**config.mk**
```make
export PLATFORM = sky130hd
export DESIGN_NAME = msg_dispatch_controller
export DESIGN_NICKNAME = d
export VERILOG_FILES = /design/src/rtl/msg_dispatch_controller.sv
export SDC_FILE = /design/constraint.sdc
export NUM_CORES = 1
export LEC_CHECK = 0
export CAP_MARGIN = 20
export CORE_UTILIZATION = 32
export DETAILED_ROUTE_END_ITERATION = 16
export PLACE_DENSITY = 0.65
export SYNTH_ARGS = -nofsm -noshare
export SYNTH_HDL_FRONTEND = slang
export SYNTH_SLANG_ARGS = --single-unit
```
**constraint.sdc**
```tcl
create_clock -name Clock -period 5.59 [get_ports Clock]
set_input_delay 0.8385 -clock Clock [delete_from_list [all_inputs] [get_ports Clock]]
set_output_delay 0.8385 -clock Clock [all_outputs]
set_load 0.02 [all_outputs]
```
**src/rtl/msg_dispatch_controller.sv**
```systemverilog
// Dispatches each received message payload from the data RAM to one of NUM_HANDLERS handlers.
// Define MSG_SEQ_CHECK_EN to build the sequence-number check and SeqErrorCount.
module msg_dispatch_controller #(
    parameter int          ADDR_WIDTH   = 10,
    parameter int          NUM_HANDLERS = 4,
    parameter logic [15:0] ID_BASE      = 16'h0100
) (
    input  logic                    Clock,
    input  logic                    Clear_n,
    input  logic                    MessageComplete,
    input  logic [15:0]             MessageID,
    input  logic [15:0]             ByteCount,
    input  logic [15:0]             SequenceNumber,
    input  logic                    ClearDataByteAddr,
    input  logic                    WriteDataByte,
    output logic [ADDR_WIDTH-1:0]   RamAddr,
    input  logic [7:0]              RamReadData,
    output logic [NUM_HANDLERS-1:0] HandlerSelect,
    output logic                    HandlerStart,
    output logic                    HandlerAbort,
    output logic [7:0]              HandlerByte,
    output logic                    HandlerByteValid,
    input  logic                    HandlerByteReady,
    input  logic                    HandlerDone,
    output logic                    Busy,
    output logic [7:0]              RejectCount,
    output logic [7:0]              SeqErrorCount,
    output logic [7:0]              OverrunCount
);

    localparam int          PTR_W   = ADDR_WIDTH + 1;
    localparam logic [16:0] MAX_PAY = 17'(1) << ADDR_WIDTH;

    typedef enum logic [2:0] {
        S_IDLE,
        S_CHECK,
        S_DISPATCH,
        S_READ_ISSUE,
        S_READ_WAIT,
        S_SEND,
        S_WAIT_DONE
    } state_t;

    state_t                  state_q, state_d;
    logic [ADDR_WIDTH-1:0]   wr_ptr_q, wr_ptr_d;
    logic [PTR_W-1:0]        rd_ptr_q, rd_ptr_d;
    logic [PTR_W-1:0]        rd_ptr_inc;
    logic [15:0]             id_off_q, id_off_d;
    logic [15:0]             pay_len_q, pay_len_d;
    logic [NUM_HANDLERS-1:0] select_q, select_d;
    logic                    start_q, start_d;
    logic                    abort_q, abort_d;
    logic [7:0]              byte_q, byte_d;
    logic                    valid_q, valid_d;
    logic                    busy_q, busy_d;
    logic [7:0]              reject_cnt_q, reject_cnt_d;
    logic [7:0]              overrun_cnt_q, overrun_cnt_d;
`ifdef MSG_SEQ_CHECK_EN
    logic [15:0]             seq_num_q, seq_num_d;
    logic [15:0]             exp_seq_q, exp_seq_d;
    logic                    exp_valid_q, exp_valid_d;
    logic [7:0]              seq_err_cnt_q, seq_err_cnt_d;
`else
    logic                    unused_seq;
    assign unused_seq = ^SequenceNumber;
`endif

    function automatic logic [7:0] sat_inc(input logic [7:0] v);
        return (v == 8'hFF) ? v : v + 8'd1;
    endfunction

    assign rd_ptr_inc = rd_ptr_q + PTR_W'(1);

    always_comb begin
        state_d       = state_q;
        wr_ptr_d      = wr_ptr_q;
        rd_ptr_d      = rd_ptr_q;
        id_off_d      = id_off_q;
        pay_len_d     = pay_len_q;
        select_d      = select_q;
        start_d       = 1'b0;
        abort_d       = 1'b0;
        byte_d        = byte_q;
        valid_d       = valid_q;
        reject_cnt_d  = reject_cnt_q;
        overrun_cnt_d = overrun_cnt_q;
`ifdef MSG_SEQ_CHECK_EN
        seq_num_d     = seq_num_q;
        exp_seq_d     = exp_seq_q;
        exp_valid_d   = exp_valid_q;
        seq_err_cnt_d = seq_err_cnt_q;
`endif

        if (ClearDataByteAddr) begin
            wr_ptr_d = '0;
        end else if (WriteDataByte) begin
            wr_ptr_d = wr_ptr_q + ADDR_WIDTH'(1);
        end

        case (state_q)
            S_IDLE: begin
                if (MessageComplete) begin
                    id_off_d  = MessageID - ID_BASE;
                    pay_len_d = (ByteCount > 16'd8) ? ByteCount - 16'd8 : 16'd0;
`ifdef MSG_SEQ_CHECK_EN
                    seq_num_d = SequenceNumber;
`endif
                    state_d   = S_CHECK;
                end
            end
            S_CHECK: begin
                // IDs below ID_BASE wrap to large offsets and are rejected too
                if (id_off_q >= 16'(NUM_HANDLERS) || {1'b0, pay_len_q} > MAX_PAY) begin
                    reject_cnt_d = sat_inc(reject_cnt_q);
                    state_d      = S_IDLE;
                end else begin
`ifdef MSG_SEQ_CHECK_EN
                    if (exp_valid_q && seq_num_q != exp_seq_q) begin
                        seq_err_cnt_d = sat_inc(seq_err_cnt_q);
                    end
                    exp_seq_d   = seq_num_q + 16'd1;
                    exp_valid_d = 1'b1;
`endif
                    for (int k = 0; k < NUM_HANDLERS; k++) begin
                        select_d[k] = (id_off_q == 16'(k));
                    end
                    start_d  = 1'b1;
                    rd_ptr_d = '0;
                    state_d  = S_DISPATCH;
                end
            end
            S_DISPATCH: begin
                state_d = (pay_len_q == 16'd0) ? S_WAIT_DONE : S_READ_ISSUE;
            end
            S_READ_ISSUE: begin
                state_d = S_READ_WAIT;
            end
            S_READ_WAIT: begin
                byte_d  = RamReadData;
                valid_d = 1'b1;
                state_d = S_SEND;
            end
            S_SEND: begin
                if (HandlerByteReady) begin
                    valid_d  = 1'b0;
                    rd_ptr_d = rd_ptr_inc;
                    state_d  = (rd_ptr_inc == pay_len_q[PTR_W-1:0]) ? S_WAIT_DONE : S_READ_ISSUE;
                end
            end
            S_WAIT_DONE: begin
                if (HandlerDone) begin
                    select_d = '0;
                    state_d  = S_IDLE;
                end
            end
            default: begin
                state_d = S_IDLE;
            end
        endcase

        // A new payload or header arriving mid-transfer is an overrun; a new payload also aborts
        if (state_q != S_IDLE) begin
            if (ClearDataByteAddr || MessageComplete) begin
                overrun_cnt_d = sat_inc(overrun_cnt_q);
            end
            if (ClearDataByteAddr) begin
                abort_d  = 1'b1;
                start_d  = 1'b0;
                valid_d  = 1'b0;
                select_d = '0;
                state_d  = S_IDLE;
            end
        end

        busy_d = (state_d != S_IDLE);
    end

    always_ff @(posedge Clock or negedge Clear_n) begin
        if (!Clear_n) begin
            state_q       <= S_IDLE;
            wr_ptr_q      <= '0;
            rd_ptr_q      <= '0;
            id_off_q      <= '0;
            pay_len_q     <= '0;
            select_q      <= '0;
            start_q       <= 1'b0;
            abort_q       <= 1'b0;
            byte_q        <= '0;
            valid_q       <= 1'b0;
            busy_q        <= 1'b0;
            reject_cnt_q  <= '0;
            overrun_cnt_q <= '0;
`ifdef MSG_SEQ_CHECK_EN
            seq_num_q     <= '0;
            exp_seq_q     <= '0;
            exp_valid_q   <= 1'b0;
            seq_err_cnt_q <= '0;
`endif
        end else begin
            state_q       <= state_d;
            wr_ptr_q      <= wr_ptr_d;
            rd_ptr_q      <= rd_ptr_d;
            id_off_q      <= id_off_d;
            pay_len_q     <= pay_len_d;
            select_q      <= select_d;
            start_q       <= start_d;
            abort_q       <= abort_d;
            byte_q        <= byte_d;
            valid_q       <= valid_d;
            busy_q        <= busy_d;
            reject_cnt_q  <= reject_cnt_d;
            overrun_cnt_q <= overrun_cnt_d;
`ifdef MSG_SEQ_CHECK_EN
            seq_num_q     <= seq_num_d;
            exp_seq_q     <= exp_seq_d;
            exp_valid_q   <= exp_valid_d;
            seq_err_cnt_q <= seq_err_cnt_d;
`endif
        end
    end

    assign RamAddr          = WriteDataByte ? wr_ptr_q : rd_ptr_q[ADDR_WIDTH-1:0];
    assign HandlerSelect    = select_q;
    assign HandlerStart     = start_q;
    assign HandlerAbort     = abort_q;
    assign HandlerByte      = byte_q;
    assign HandlerByteValid = valid_q;
    assign Busy             = busy_q;
    assign RejectCount      = reject_cnt_q;
    assign OverrunCount     = overrun_cnt_q;
`ifdef MSG_SEQ_CHECK_EN
    assign SeqErrorCount    = seq_err_cnt_q;
`else
    assign SeqErrorCount    = 8'd0;
`endif

endmodule

```
==> run metrics <==
Power Density=314 nW/µm²; maximum VDD drop=between 0.15 and 0.2 mV; setup TNS=0 ps; sequential power share=44.4%; grt ovf=0; chain of cells forming the critical path=clkdlybuf4s50_1, mux2_2, clkdlybuf4s50_1; Final Slew Violations=0; Crit Path Category=input port to primary output; Synth async-reset ratio=100%; post-DP HPWL=about 7.6 mm; clock transition at the registers of the reported paths=60 ps; htree depth=3; DRC=0; worst slew pin tran=703 ps; Post-Route WL=10.6 mm; CP Launch Type=input port; Antenna Cells=0; clock latency on the worst-skew pair=340 ps; Reg2Reg Launch Point=rd_ptr_q[0]$_DFFE_PN0P_; number of post-CTS setup repair buffers=0; number of buffers added on ports=just under 90; CP top delay family=buffers and inverters; Die W=123 µm; slowest stage cell, crit path=clkdlybuf4s50_1; clk sinks=88; RSZ-0062 raised after global routing=false; drt first-iter violations=between 200 and 250; core area=between 10000 and 15000 µm²; Post-Syn Instances=between 400 and 500; synthesized area=approximately 4700 µm²; FMAX=approximately 280 MHz; CTS Hold Bufs=0; Setup-failing EPs final=0; clock group share of total power=32.1%; Total GRT Usage=~15%; drt first pass iters=4; NumNets Final=631; antenna violations before repair=0; final design utilization=41.3%; FF-to-FF setup slack=3030 ps; leak pwr=2.52 nW; cell-internal power=0.00132 W; Max FO, Critical Path=16; Std-Cell Rows=44; combinational share of power=23.5%; most used cell, CP=clkdlybuf4s50_1; R2R Path End=Busy$_DFF_PN0_; CTS tree=done; crit path buf inv count=2; vias=3720; sequential area share after synthesis=46.7%; fin crit share=63.2%; clock root cell=clkbuf_16; syn avg cell area=slightly below 10 µm²; largest net degree at the start of global routing=79; Die Y=123 µm; Worst setup EP type=primary output; placed cell area=5660 µm²; vias in the first global route=around 3.6k; R2R depth=7; worst hold path type=input port to asynchronous set/reset pin; number of CTS-inserted buffers=9; share of cells above drive strength 1=approximately 9.7%; slowest stage delay, CP=890 ps; post-layout instance area=between 5000 and 6000 µm²; Die ar.=15200 µm²; EDFF count, synth=0; top_reg_cell synth=dfrtp_1; Routed Antenna Nets=0; maxcap violations=0; Layout Cells excl Fill=751; Inst Count DP=about 730; total design power=0.00188 W; Worst EP arrival=approximately 2700 ps; P_sw=around 0.00056 W; Avg WL per Cell=about 14 µm; Final min period=~3500 ps; run status=completed; final hold viol count=0; vias per cell=~5.0; first-pass GRT wire length=17.2 mm; Ports=roughly 110; Worst Skew=2.63 ps; switching share of total power=29.7%; area delta synth->final=26.8%; Crit path required time=4750 ps; post-CTS resize count=0; Synth Register Bits=88; gpl congestion=0.797; Initial Util=32.6%; Ys Warns=0; Unique masters post-synth=52; worst relative slew slack=53.0%; Longest Clk Path Bufs=2
## cells by family (layout without fill, tap and decap cells)
family	after synthesis	count (layout)	share of synthesized area, %
AO/OA/AOI/OAI	89	89	11.3
XOR/XNOR	50	50	9.28
adder cells (fa/ha/maj)	6	6	1.59
buffers and inverters	45	120	5.44
flip-flops	88	88	46.7
multiplexers	28	28	6.66
other	1	8	0.0795
AND/OR/NAND/NOR	178	178	18.9
## final cells by class
cell class / count / area (µm²)
multi-input combinational: 359 / 2290
clock inverter: 5 / 56.3
fill: 1451 / 8500
timing repair buffer: 92 / 921
clock buffer: 11 / 243
tap: 184 / 230
sequential: 88 / 2200
inverter: 12 / 45.0
## routing by layer
layer  track usage, %  vias up  part of all wire [%]  wire length (µm)
met5                0        -                     0                 0
met4             6.10        0                   1.8               190
met3             3.09       18                   4.8               508
met2             23.7       97                    47              4970
met1             18.9     1774                    46              4890
li1                 -     1831                     -                 -
## through the flow
step,setup slack (ps),hold slack (ps)
2_1_floorplan,2920,450
3_3_place_gp,2090,466
3_5_place_dp,2060,471
4_1_cts,2050,312
5_1_grt,1980,322
6_report,2060,320
## cell usage in the layout, fill, tap and decap left out, types with 10 or more instances in the layout
| cell | instances |
|---|---|
| xor2_1 | 18 |
| nor3_1 | 17 |
| inv_1 | 12 |
| a21oi_1 | 10 |
| nor2_1 | 39 |
| mux2_2 | 27 |
| dfrtp_1 | 88 |
| clkdlybuf4s50_1 | 87 |
| xnor2_1 | 32 |
| nand4_1 | 11 |
| nand2_1 | 58 |
| o21ai_0 | 49 |
## synthesized netlist by cell type, types with 2 or more instances
master    count  area [µm²]
nor3b_1       3        22.5
nor3_1       17        85.1
nor2_1       39         146
a21oi_1      10        50.1
nand3b_1      2        15.0
buf_6         3        33.8
nand3_2       2        20.0
and4_1        2        17.5
a211oi_1      2        15.0
clkbuf_8      3        41.3
nor2b_1       2        12.5
clkbuf_1     16        60.1
dfrtp_1      88        2200
a31oi_1       6        37.5
or3_1         4        25.0
buf_4         9        67.6
ha_1          6        75.1
a2111o_1      2        22.5
o21ai_1       3        15.0
and3_1        9        56.3
nor4_1        8        50.1
nand4_1      11        68.8
mux2_2       27         304
or4_1         2        15.0
o21ai_0      49         245
a21o_1        2        15.0
and4_2        2        20.0
nand3_1       9        45.0
xor2_1       18         158
inv_1        12        45.0
o31ai_1       5        37.5
xnor2_1      32         280
nand2_1      58         218
and2_1        4        25.0
## worst max path at each step
stage / startpoint / to / slack [ps] / cells after the start
global route: WriteDataByte / RamAddr[4] / 1980 / 3
floorplan: WriteDataByte / RamAddr[3] / 2920 / 3
detailed placement: WriteDataByte / RamAddr[1] / 2060 / 3
finish: WriteDataByte / RamAddr[3] / 2060 / 3
global placement: WriteDataByte / RamAddr[2] / 2090 / 3
CTS: WriteDataByte / RamAddr[1] / 2050 / 3
## registers in the layout, summed over array words and instances (netlist names), 3 cells and up
signal,cells
wr_ptr_q,10
rd_ptr_q,11
HandlerByte,8
id_off_q,16
state_q,3
pay_len_q,16
RejectCount,8
OverrunCount,8
HandlerSelect,4
## power groups by stage
stage,Clock (W),Combinational [W],Sequential [W]
5_1_grt,0.000651,0.000486,0.000853
6_report,0.000604,0.000442,0.000834
3_3_place_gp,0,0.000433,0.000838
3_5_place_dp,0,0.000445,0.000846
4_1_cts,0.000620,0.000446,0.000835
2_1_floorplan,0,0.000180,0.000894
## worst reg2reg max path, stage by stage, from the launching register on
cell and delay [ps]:
dfrtp_1 500, ha_1 420, nand2_4 130, nor4_4 360, xnor2_1 120, nor4_2 300
a41oi_1 200, a2111o_1 410
(Power assumes the default switching activity.)
